==> config.mk <==
export PLATFORM = sky130hd
export DESIGN_NAME = tmon_slave
export DESIGN_NICKNAME = d
export VERILOG_FILES = /design/src/rtl/defs.sv /design/src/rtl/tmon_slave.sv
export SDC_FILE = /design/constraint.sdc
export NUM_CORES = 1
export LEC_CHECK = 0
export ABC_AREA = 0
export CAP_MARGIN = 20
export CORE_UTILIZATION = 30
export DETAILED_ROUTE_END_ITERATION = 10
export PLACE_DENSITY_LB_ADDON = 0.12
export REMOVE_ABC_BUFFERS = 1
export SYNTH_ARGS = -nofsm -noshare
export SYNTH_HDL_FRONTEND = slang
export SYNTH_SLANG_ARGS = --single-unit
==> constraint.sdc <==
create_clock -name clk -period 2.31 [get_ports clk]
set_input_delay 0.231 -clock clk [delete_from_list [all_inputs] [get_ports clk]]
set_output_delay 0.231 -clock clk [all_outputs]
set_load 0.03 [all_outputs]
==> src/rtl/defs.sv <==
// Shared command encodings for the temperature-monitor slave.
package tmon_defs_pkg;
    typedef enum logic [2:0] {
        RESET         = 3'd0,
        NOOP          = 3'd1,
        SET_FRQ       = 3'd2,
        SET_HIGH_TEMP = 3'd3
    } TMON_OP;
endpackage

==> src/rtl/tmon_slave.sv <==
// Temperature monitor slave: periodic sampler with over-temperature alarm and a 2-state command port.
// Optional build macro TMON_HYST_EN lets the alarm self-clear below high_temp-HYST.
module tmon_slave
    import tmon_defs_pkg::*;
#(
    parameter logic [7:0] DEFAULT_FRQ  = 8'd10,
    parameter logic [7:0] DEFAULT_HIGH = 8'hFF,
    parameter logic [7:0] HYST         = 8'd2
) (
    input  logic       clk,
    input  logic       reset,
    input  TMON_OP     op,
    input  logic [7:0] opnd,
    input  logic       valid,
    output logic       ready,
    input  logic [7:0] temp_in,
    output logic [7:0] temp_out,
    output logic       sample_valid,
    output logic       alarm,
    output logic       op_ack,
    output logic       state_dbg
);

    // Handshake: a command transfers on a clock edge where valid && ready; upstream holds op/opnd until then.
    typedef enum logic {IDLE = 1'b0, EXEC = 1'b1} state_t;

    state_t     state, state_nxt;
    TMON_OP     op_q;
    logic [7:0] opnd_q;
    logic [7:0] frq;
    logic [7:0] high_temp;
    logic [7:0] cnt;
    logic       sample_hit;

    always_ff @(posedge clk or posedge reset) begin
        if (reset) state <= IDLE;
        else       state <= state_nxt;
    end

    always_comb begin
        state_nxt = state;
        case (state)
            IDLE:    if (valid) state_nxt = EXEC;
            EXEC:    state_nxt = IDLE;
            default: state_nxt = IDLE;
        endcase
    end

    assign ready      = (state == IDLE);
    assign state_dbg  = state;
    assign sample_hit = (frq != 8'd0) && (cnt == frq - 8'd1);

`ifdef TMON_HYST_EN
    logic [7:0] clr_thr;
    assign clr_thr = (high_temp >= HYST) ? (high_temp - HYST) : 8'd0;
`else
    logic unused_hyst;
    assign unused_hyst = ^HYST;
`endif

    always_ff @(posedge clk or posedge reset) begin
        if (reset) begin
            op_q   <= NOOP;
            opnd_q <= 8'd0;
        end else if (ready && valid) begin
            op_q   <= op;
            opnd_q <= opnd;
        end
    end

    // Command writes come after the sample updates so a coincident sample sees the old settings.
    always_ff @(posedge clk or posedge reset) begin
        if (reset) begin
            frq          <= DEFAULT_FRQ;
            high_temp    <= DEFAULT_HIGH;
            cnt          <= 8'd0;
            temp_out     <= 8'd0;
            sample_valid <= 1'b0;
            alarm        <= 1'b0;
            op_ack       <= 1'b0;
        end else begin
            op_ack       <= 1'b0;
            sample_valid <= sample_hit;
            if (frq != 8'd0) cnt <= sample_hit ? 8'd0 : cnt + 8'd1;
            if (sample_hit) begin
                temp_out <= temp_in;
                if (temp_in > high_temp) alarm <= 1'b1;
`ifdef TMON_HYST_EN
                else if (temp_in < clr_thr) alarm <= 1'b0;
`endif
            end
            if (state == EXEC) begin
                op_ack <= 1'b1;
                case (op_q)
                    RESET: begin
                        frq       <= DEFAULT_FRQ;
                        high_temp <= DEFAULT_HIGH;
                        cnt       <= 8'd0;
                        alarm     <= 1'b0;
                        temp_out  <= 8'd0;
                    end
                    SET_FRQ: begin
                        frq <= opnd_q;
                        cnt <= 8'd0;
                    end
                    SET_HIGH_TEMP: high_temp <= opnd_q;
                    default: ;
                endcase
            end
        end
    end

endmodule

After elaboration in Yosys (flattened, before gate mapping):

Index checks and enable logic that the tools add are counted.
Widths: inputs -> output; s select.

* flip-flop bits (word level): 47
* input port bits: 22
* output and inout bits: 13
* word-level logic and storage cells: 42

* add/sub/neg operators: 2
* $lt $le $gt $ge: 1
* eq/ne operators: 3
* multiplexer cells: 16
* bitwise operators: 1
* reduce and logical (&&, ||, !) cells: 9

Operators by type and width (number)
* $mux 8: 7
* $pmux 8 s2: 2
* $add 8x1->8 const B: 1
* $eq 8x8->1: 1
* $gt 8x8->1: 1
* $reduce_bool 8->1: 1
* $sub 8x1->8 const B: 1
* $eq 3x2->1 const B: 2
* $mux 1: 6
* $reduce_and 2->1: 2
* $reduce_bool 2->1: 2
* $logic_not 3->1: 1
* $logic_and 1x1->1: 2
* $pmux 1 s2: 1
* $reduce_or 2->1: 1
* $not 1->1: 1

Logic depth before layout (Yosys ltp):

* depth in word-level cells: 7
* gate-level depth with buffers: 8
* gate-level depth less buffers: 7

Worst setup path after synthesis:

OpenSTA, ideal clock, no wires.

* kind: reg-to-reg
* from: register frq[1]
* to: register temp_out[4]
* library setup time: 79 ps
* data arrival time: 2145 ps
* required time: 2231 ps
* slack: 86 ps
* cell stages (with the launch flop): 9
* path buffers: 1
* period minus slack after synthesis: 2224 ps
* cells stage by stage: dfstp_2 -> inv_1 -> ha_1 -> o21ba_2 -> a221oi_1 -> a41oi_1 -> a211oi_4 -> buf_6 -> mux2i_1

* word-level cells in the longest chain between the ends: 6
* elaborated cells on any way between the ends: 7
* those cells by class: 1 x add/sub; 1 x eq/ne; 3 x mux; 2 x reduce/logical

Ends and longest elaborated chain
* start, declared: RTL line tmon_slave.sv:30 `logic [7:0] frq;`
* start signal, assigned: RTL line tmon_slave.sv:103 `frq <= opnd_q;`
* $sub 8x1->8: RTL line tmon_slave.sv:51 `assign sample_hit = (frq != 8'd0) && (cnt == frq - 8'd1);`
* $eq 8x8->1: RTL line tmon_slave.sv:51
* $logic_and 1x1->1 *: RTL line tmon_slave.sv:51
* $mux 8 *: RTL line tmon_slave.sv:85 `if (sample_hit) begin`
* $mux 8: RTL line tmon_slave.sv:94 `case (op_q)`
* $mux 8 *: RTL line tmon_slave.sv:92 `if (state == EXEC) begin`
* end signal, assigned: RTL line tmon_slave.sv:86 `temp_out <= temp_in;`
* end, declared: RTL line tmon_slave.sv:17 `output logic [7:0] temp_out,`

Every way passes the cells marked *; elsewhere a longest branch is shown, timed or not.
A chain may end at the register's enable or synchronous reset.

Worst setup path in the final report:

* from: register frq[1]
* to: register cnt[0]

* word-level cells in the longest chain between the ends: 7
* elaborated cells on any way between the ends: 8
* those cells by class: 1 x add/sub; 1 x eq/ne; 4 x mux; 2 x reduce/logical

Ends and longest elaborated chain
* $sub 8x1->8: RTL line tmon_slave.sv:51
* $eq 8x8->1: RTL line tmon_slave.sv:51
* $logic_and 1x1->1: RTL line tmon_slave.sv:51
* $mux 8: RTL line tmon_slave.sv:84 `if (frq != 8'd0) cnt <= sample_hit ? 8'd0 : cnt + 8'd1;`
* $mux 8 *: RTL line tmon_slave.sv:84
* $mux 8: RTL line tmon_slave.sv:94
* $mux 8 *: RTL line tmon_slave.sv:92
* end signal, assigned: RTL line tmon_slave.sv:84
* end, declared: RTL line tmon_slave.sv:32 `logic [7:0] cnt;`

Marked as above.

==> summary by stage <==
Synthesis
The adder and majority gate portion of the synthesized area is 0.0557. The number of enable flip-flop cells after synthesis is 0. The dominant combinational cell family by area after synthesis is simple AND/OR/NAND/NOR gates. The share of synthesized area in the top cell type comes to 0.364. Summing every instance area after synthesis gives 2470 um^2. After synthesis, the netlist uses 39 different library cells. Summed over all instances, the cell type with the most area after synthesis is dfrtp_1.

The number of warnings reported in the yosys synthesis log is 0. The cell count after synthesis came out at 249. By instance count, the leading cell after synthesis is nand2_1.

Counting flops with an async set or reset pin after synthesis yields a share of 1.00. In the post-synthesis netlist, the biggest area contributors are dfrtp_1 36%, dfstp_2 12%, nand2_1 5.6%, ha_1 5.6%, mux2_2 4.1%. The simple-gate share of the synthesized area is 0.174.

The commonest cells after synthesis are 37 x nand2_1, 36 x dfrtp_1, 17 x nor2_1. The post-synthesis area per instance is around 9.9 um^2. The share of the synthesized area in compound gates (AO/OA/AOI/OAI) is 0.115.

The number of register bits inferred by synthesis is 47. The proportion of synthesized area in mux cells is 0.0815. The dominant synthesized flop cell is dfrtp_1.

Of the synthesized area, sequential elements account for 0.481. The area share of xor/xnor cells in the synthesized design is 0.0496.

Cells and area
In the final layout, the multi-input gates occupy 1220 um^2. Of the cells placed in the final design, the portion with a size suffix greater than 1 is 0.176. 0 antenna diodes ended up in the layout.

The number of cells in the finished layout apart from fillers is between 300 and 400. The area growth from synthesis to layout is 29.1%. The final core utilization is 0.407. The final layout net count is about 320.

Counting the fill cells in the layout gives 805. The sequential standard cell area is 1190 um^2.

Worst setup path
The critical path starts at frq[1]$_DFFE_PP1P_. The setup path with the least slack is of type reg2reg. Across all register-to-register paths, the minimum setup slack is 0.11 ns. The worst setup path is captured at a flip-flop. The reg-to-reg startpoint is frq[1]$_DFFE_PP1P_. In this run the worst path has a maximum fanout of 8. The startpoint type of the worst setup path is a flip-flop. Data arrives at the worst endpoint at approximately 2.4 ns. Counting cells, the worst reg-to-reg path comes to 9.

The worst reg2reg path endpoint is cnt[0]$_DFF_PP0_. The data required time of the worst path is 2.48 ns.

STA
Across the routed clock network, the largest skew measured is roughly 0.011 ns. Setup violations remaining at the end of the flow were counted as 0. The upper clock frequency limit is 454 MHz. The worst slack on hold paths is 0.287 ns. The total count of max-transition violations in the final report is 0. The worst max-slew margin expressed relative to the limit is 0.618. For the pin with the worst max-slew slack, the measured transition is 0.571 ns.

The final number of hold-violating endpoints is 0. The final cycle utilization of the critical path is 0.953. The worst path needs 2.20 ns of the cycle, external delays included.

Die
The number of standard-cell rows in the floorplan is 32. The die covers 8610 um^2. The number of primary I/O pins is 35. The initial utilization of the core area, before any placement, comes to 0.315. The width of the chip is 92.8 um. The y dimension of the die is 92.8 um. The core area is just under 8000 um^2.

GRT
The wire length of the first global-routing pass is 9700 um. The number of antenna violations at the first check in global routing is 0. The number of global-route vias before repair is 1,867. Global routing finished with a remaining overflow of 0.

Entering global routing, the biggest net connects 48 pins. Across every metal layer, demand over resource in global routing totals 0.142.

Place
Routability-driven placement finished with a final weighted congestion of 0.794. The number of port buffers is 34. The cell count after placement is 382.

The placed wire-length estimate is 4070 um.

Pwr
The power dissipated by switching net loads is 0.00127 W. In this run the power density over the cells is 1100 nW/um^2. Of the total power, the share spent switching nets is 0.361. VDD sags by at most 362 uV. The internal portion of the total power is 0.00225 W.

The leakage dissipation is 1.37 nW. The portion of total power attributed to the clock network is 0.203. The combinational cell fraction of total power is 0.399.

The post-layout total power is 0.00352 W. The fraction of power consumed by sequential logic is 0.397.

Job
The max capacitance violation total is 0.

Drt
Wires add up to 5740 um. The count of nets left with antenna violations once routing finished came out at 0. The average via count per standard cell is roughly 4.6. The vias after detailed routing is 1,822. After the first detailed-routing iteration, the DRC count stood at between 80 and 90. The per-cell routed wire length is 14.6 um. The first detailed-routing pass took 4 iterations.

The DRC violation count after routing is 0.

Hold path
The worst hold-check path type is in2async.

CTS
Buffers inserted during clock tree synthesis total 5. No sink is reached through more buffers than the 2 on the longest clock path. The clock reaches the later pin of the worst-skew pair after 0.30 ns. The clock net in this run drives a total of 47 sinks. The clock slew at the register clock pins of the worst setup and hold paths is 0.09 ns. TritonCTS built the clock tree.

The H-tree was split into 2 levels. CTS placed an instance of clkbuf_8 at the clock tree root.

Status
The run finished with clean final reports.
-- layer usage --
metal  global-route usage  vias up  routed length [um]
li1                     -      943                   -
met1                0.203      844                2980
met2                0.215       31                2490
met3               0.0328        4                 198
met4               0.0372        0                  70
met5                    0        -                   0
-- layout make-up --
| class | instances | area share |
|---|---|---|
| inverters | 14 | 0.0165 |
| clock buffers | 6 | 0.0227 |
| repair buffers | 45 | 0.147 |
| multi-input cells | 176 | 0.382 |
| well taps | 102 | 0.0400 |
| clock inverters | 2 | 0.0188 |
| flip-flops and latches | 47 | 0.373 |
-- per-stage QoR --
stage	setup slack, ns	cell area (um^2)	TNS (ns)
after global placement	0.176	2980	0
after detailed placement	0.0403	2980	0
final	0.108	3190	0
after floorplan	0.0123	2420	0
after CTS	0.000703	3110	0
after global routing	-0.00762	3190	-0.00762
-- cells by family after synthesis --
logic type / Yosys count
and+or+nand+nor: 90
DFF: 47
AOI/OAI and AO/OA: 42
adders and majority gates: 11
xor gates and xnor gates: 14
buffers and inverters: 26
muxes: 19
-- worst max path at each step --
stage                            end  slack (ns)  cells past startpoint
3_3_place_gp   temp_out[7]$_DFF_PP0_        0.18                      8
5_1_grt             cnt[3]$_DFF_PP0_      -0.008                      9
6_report            cnt[0]$_DFF_PP0_        0.11                      9
2_1_floorplan       cnt[0]$_DFF_PP0_        0.01                      7
4_1_cts        temp_out[1]$_DFF_PP0_      0.0007                      8
3_5_place_dp   temp_out[1]$_DFF_PP0_        0.04                      8
-- critical path, cell delays in order (launching register included) --
cell and delay (ns):
dfstp_2 0.56, inv_2 0.06, ha_4 0.18, o21ba_2 0.22
a221oi_2 0.26, a41oi_2 0.09, a211oi_4 0.32, buf_6 0.15
clkbuf_16 0.14, o22ai_1 0.09
-- sequential cells by signal, summed over array words and instances (netlist names) --
name	cells
frq	8
op_q	3
alarm	1
cnt	8
temp_out	8
sample_valid	1
high_temp	8
op_ack	1
opnd_q	8
state_dbg	1
-- placed cells by master, fill, tap and decap left out, types with 2 or more instances in the layout --
cell and count:
a211oi_1 3, a21oi_1 12, buf_12 2, buf_4 7, bufinv_16 2, clkbuf_8 5, clkdlybuf4s50_1 34, dfrtp_1 36
dfstp_2 11, ha_1 10, inv_1 12, inv_2 2, mux2_2 9, mux2i_1 9, nand2_1 37, nand3_1 10
nand3b_1 2, nand4_1 4, nor2_1 17, nor2b_1 2, nor3_1 9, nor3b_1 2, o21ai_0 7, o22ai_1 9
or2_2 2, xnor2_1 6, xor2_1 8
-- power groups by stage --
stage          Sequential [W]  Clock [W]  Combinational [W]
3_3_place_gp          0.00141          0            0.00129
3_5_place_dp          0.00141          0            0.00131
4_1_cts               0.00140   0.000734            0.00132
2_1_floorplan         0.00143          0           0.000842
6_report              0.00140   0.000716            0.00140
5_1_grt               0.00144   0.000769            0.00157
-- timing repair --
action	in CTS	in global routing
buffers inserted	0	1
endpoints found under the setup margin	0	16
gates resized for setup	0	9
hold buffers	0	0
(Power assumes the default switching activity.)
==> RTL edit: new RTL, same flow settings <==
Make the reset (`reset`) synchronous in 3 clocked blocks.
--- a/src/rtl/tmon_slave.sv
+++ b/src/rtl/tmon_slave.sv
@@ -33,5 +33,5 @@
     logic       sample_hit;
 
-    always_ff @(posedge clk or posedge reset) begin
+    always_ff @(posedge clk) begin
         if (reset) state <= IDLE;
         else       state <= state_nxt;
@@ -59,5 +59,5 @@
 `endif
 
-    always_ff @(posedge clk or posedge reset) begin
+    always_ff @(posedge clk) begin
         if (reset) begin
             op_q   <= NOOP;
@@ -70,5 +70,5 @@
 
     // Command writes come after the sample updates so a coincident sample sees the old settings.
-    always_ff @(posedge clk or posedge reset) begin
+    always_ff @(posedge clk) begin
         if (reset) begin
             frq          <= DEFAULT_FRQ;
Check against the original RTL: differs if reset is asserted again (counterexample within 4 cycles, from zero or initial values and one cycle with reset high); with reset held inactive, the same outputs for 10 cycles.
==> RTL edit against the unedited design <==
Count of clock-buffer cells in the layout unchanged; non-clock buffer count up 3; synthesized area down 7.6%; worst setup slack better by 47 ps; global-route usage down 0.31 points; sequential cell count unchanged; final area down 9.2%; wire length down 14%.
Power is not compared: it rests on default switching activity, and its combinational part moved more than twofold at a synthesized area within 25%.
==> RTL edit: results (changes against the unedited design) <==
Status
  – Status: complete, no violations (unchanged)

Setup path
  – Critical Path Fanout Max: 11 (was 8)
  – Crit path largest cell delay: 480 ps (was 560 ps)
  – Delay-heaviest family, CP: simple AND/OR/NAND/NOR gates (was compound AO/OA/AOI/OAI gates)
  – Launch point of the worst path: frq[0] (was frq[1])

Layout
  – Nets: 343 (was 322)
  – Seq. cell area: 941 um2 (was 1190 um2)
  – Inverters excl. clock: 13 (was 14)
  – NonClk Buf Share: 16.2% (was 14.7%)
  – Filler cell count: 781 (was 805)
  – Area occupied by multi-input gates: 1230 um2 (was 1220 um2)

Logic synthesis
  – Compound-gate portion of the synthesized area: 10.5% (was 11.5%)
  – Asr flop ratio synth: 0% (was 100%)
  – Ys flop type: dfxtp_1 (was dfrtp_1)
  – Syn Area/Cell: 8.52 um2 (was 9.93 um2)

Placement
  – Placed Area: 2810 um2 (was 2980 um2)
  – Placed cells: 402 (was 382)

GRT
  – Maximum number of pins on one net before global-route repair: 20 (was 48)
  – Met1 usage: 19.1% (was 20.3%)
  – Met3 usage: 3.23% (was 3.28%)
  – Total Routing Usage GR: 13.9% (was 14.2%)

Drt
  – Met2 wire length: 2130 um (was 2490 um)
  – WL met3: 165 um (was 198 um)
  – M1 wire length: 2580 um (was 2980 um)

STA
  – Final min period: 2150 ps (was 2200 ps)
  – Post-Route Skew: 3.92 ps (was 11.1 ps)
RTL edit: path summary, 6_finish.rpt:
| check | cells after the start | end |
|---|---|---|
| worst max-delay path | 9 | temp_out[4] |
| worst min-delay path | 2 | temp_out[6] |
| worst max register to register | 9 | temp_out[4] |
| worst min register to register | 2 | temp_out[6] |
RTL edit: worst register-to-register path, stage by stage, from the launching register on:
cell	delay [ps]
dfxtp_1	330
inv_1	60
ha_1	230
o21ba_1	210
a221oi_2	270
a41oi_1	60
or4_4	480
nor2_8	130
buf_12	150
mux2i_1	180
RTL edit: report_power, final:
group | internal, mW | switching [mW] | leakage [nW] | total, mW
sequential | 0.833 | 0.0264 | 0.382 | 0.860
clock | 0.235 | 0.265 | 0.0470 | 0.500
combinational | 0.0975 | 0.0923 | 0.780 | 0.190
RTL edit: repair_timing:
| item | CTS | global route |
|---|---|---|
| hold buffers | 0 | 0 |
| resized for setup | 0 | 1 |
| pin swaps | 1 | 0 |
| setup endpoints to repair | 1 | 6 |
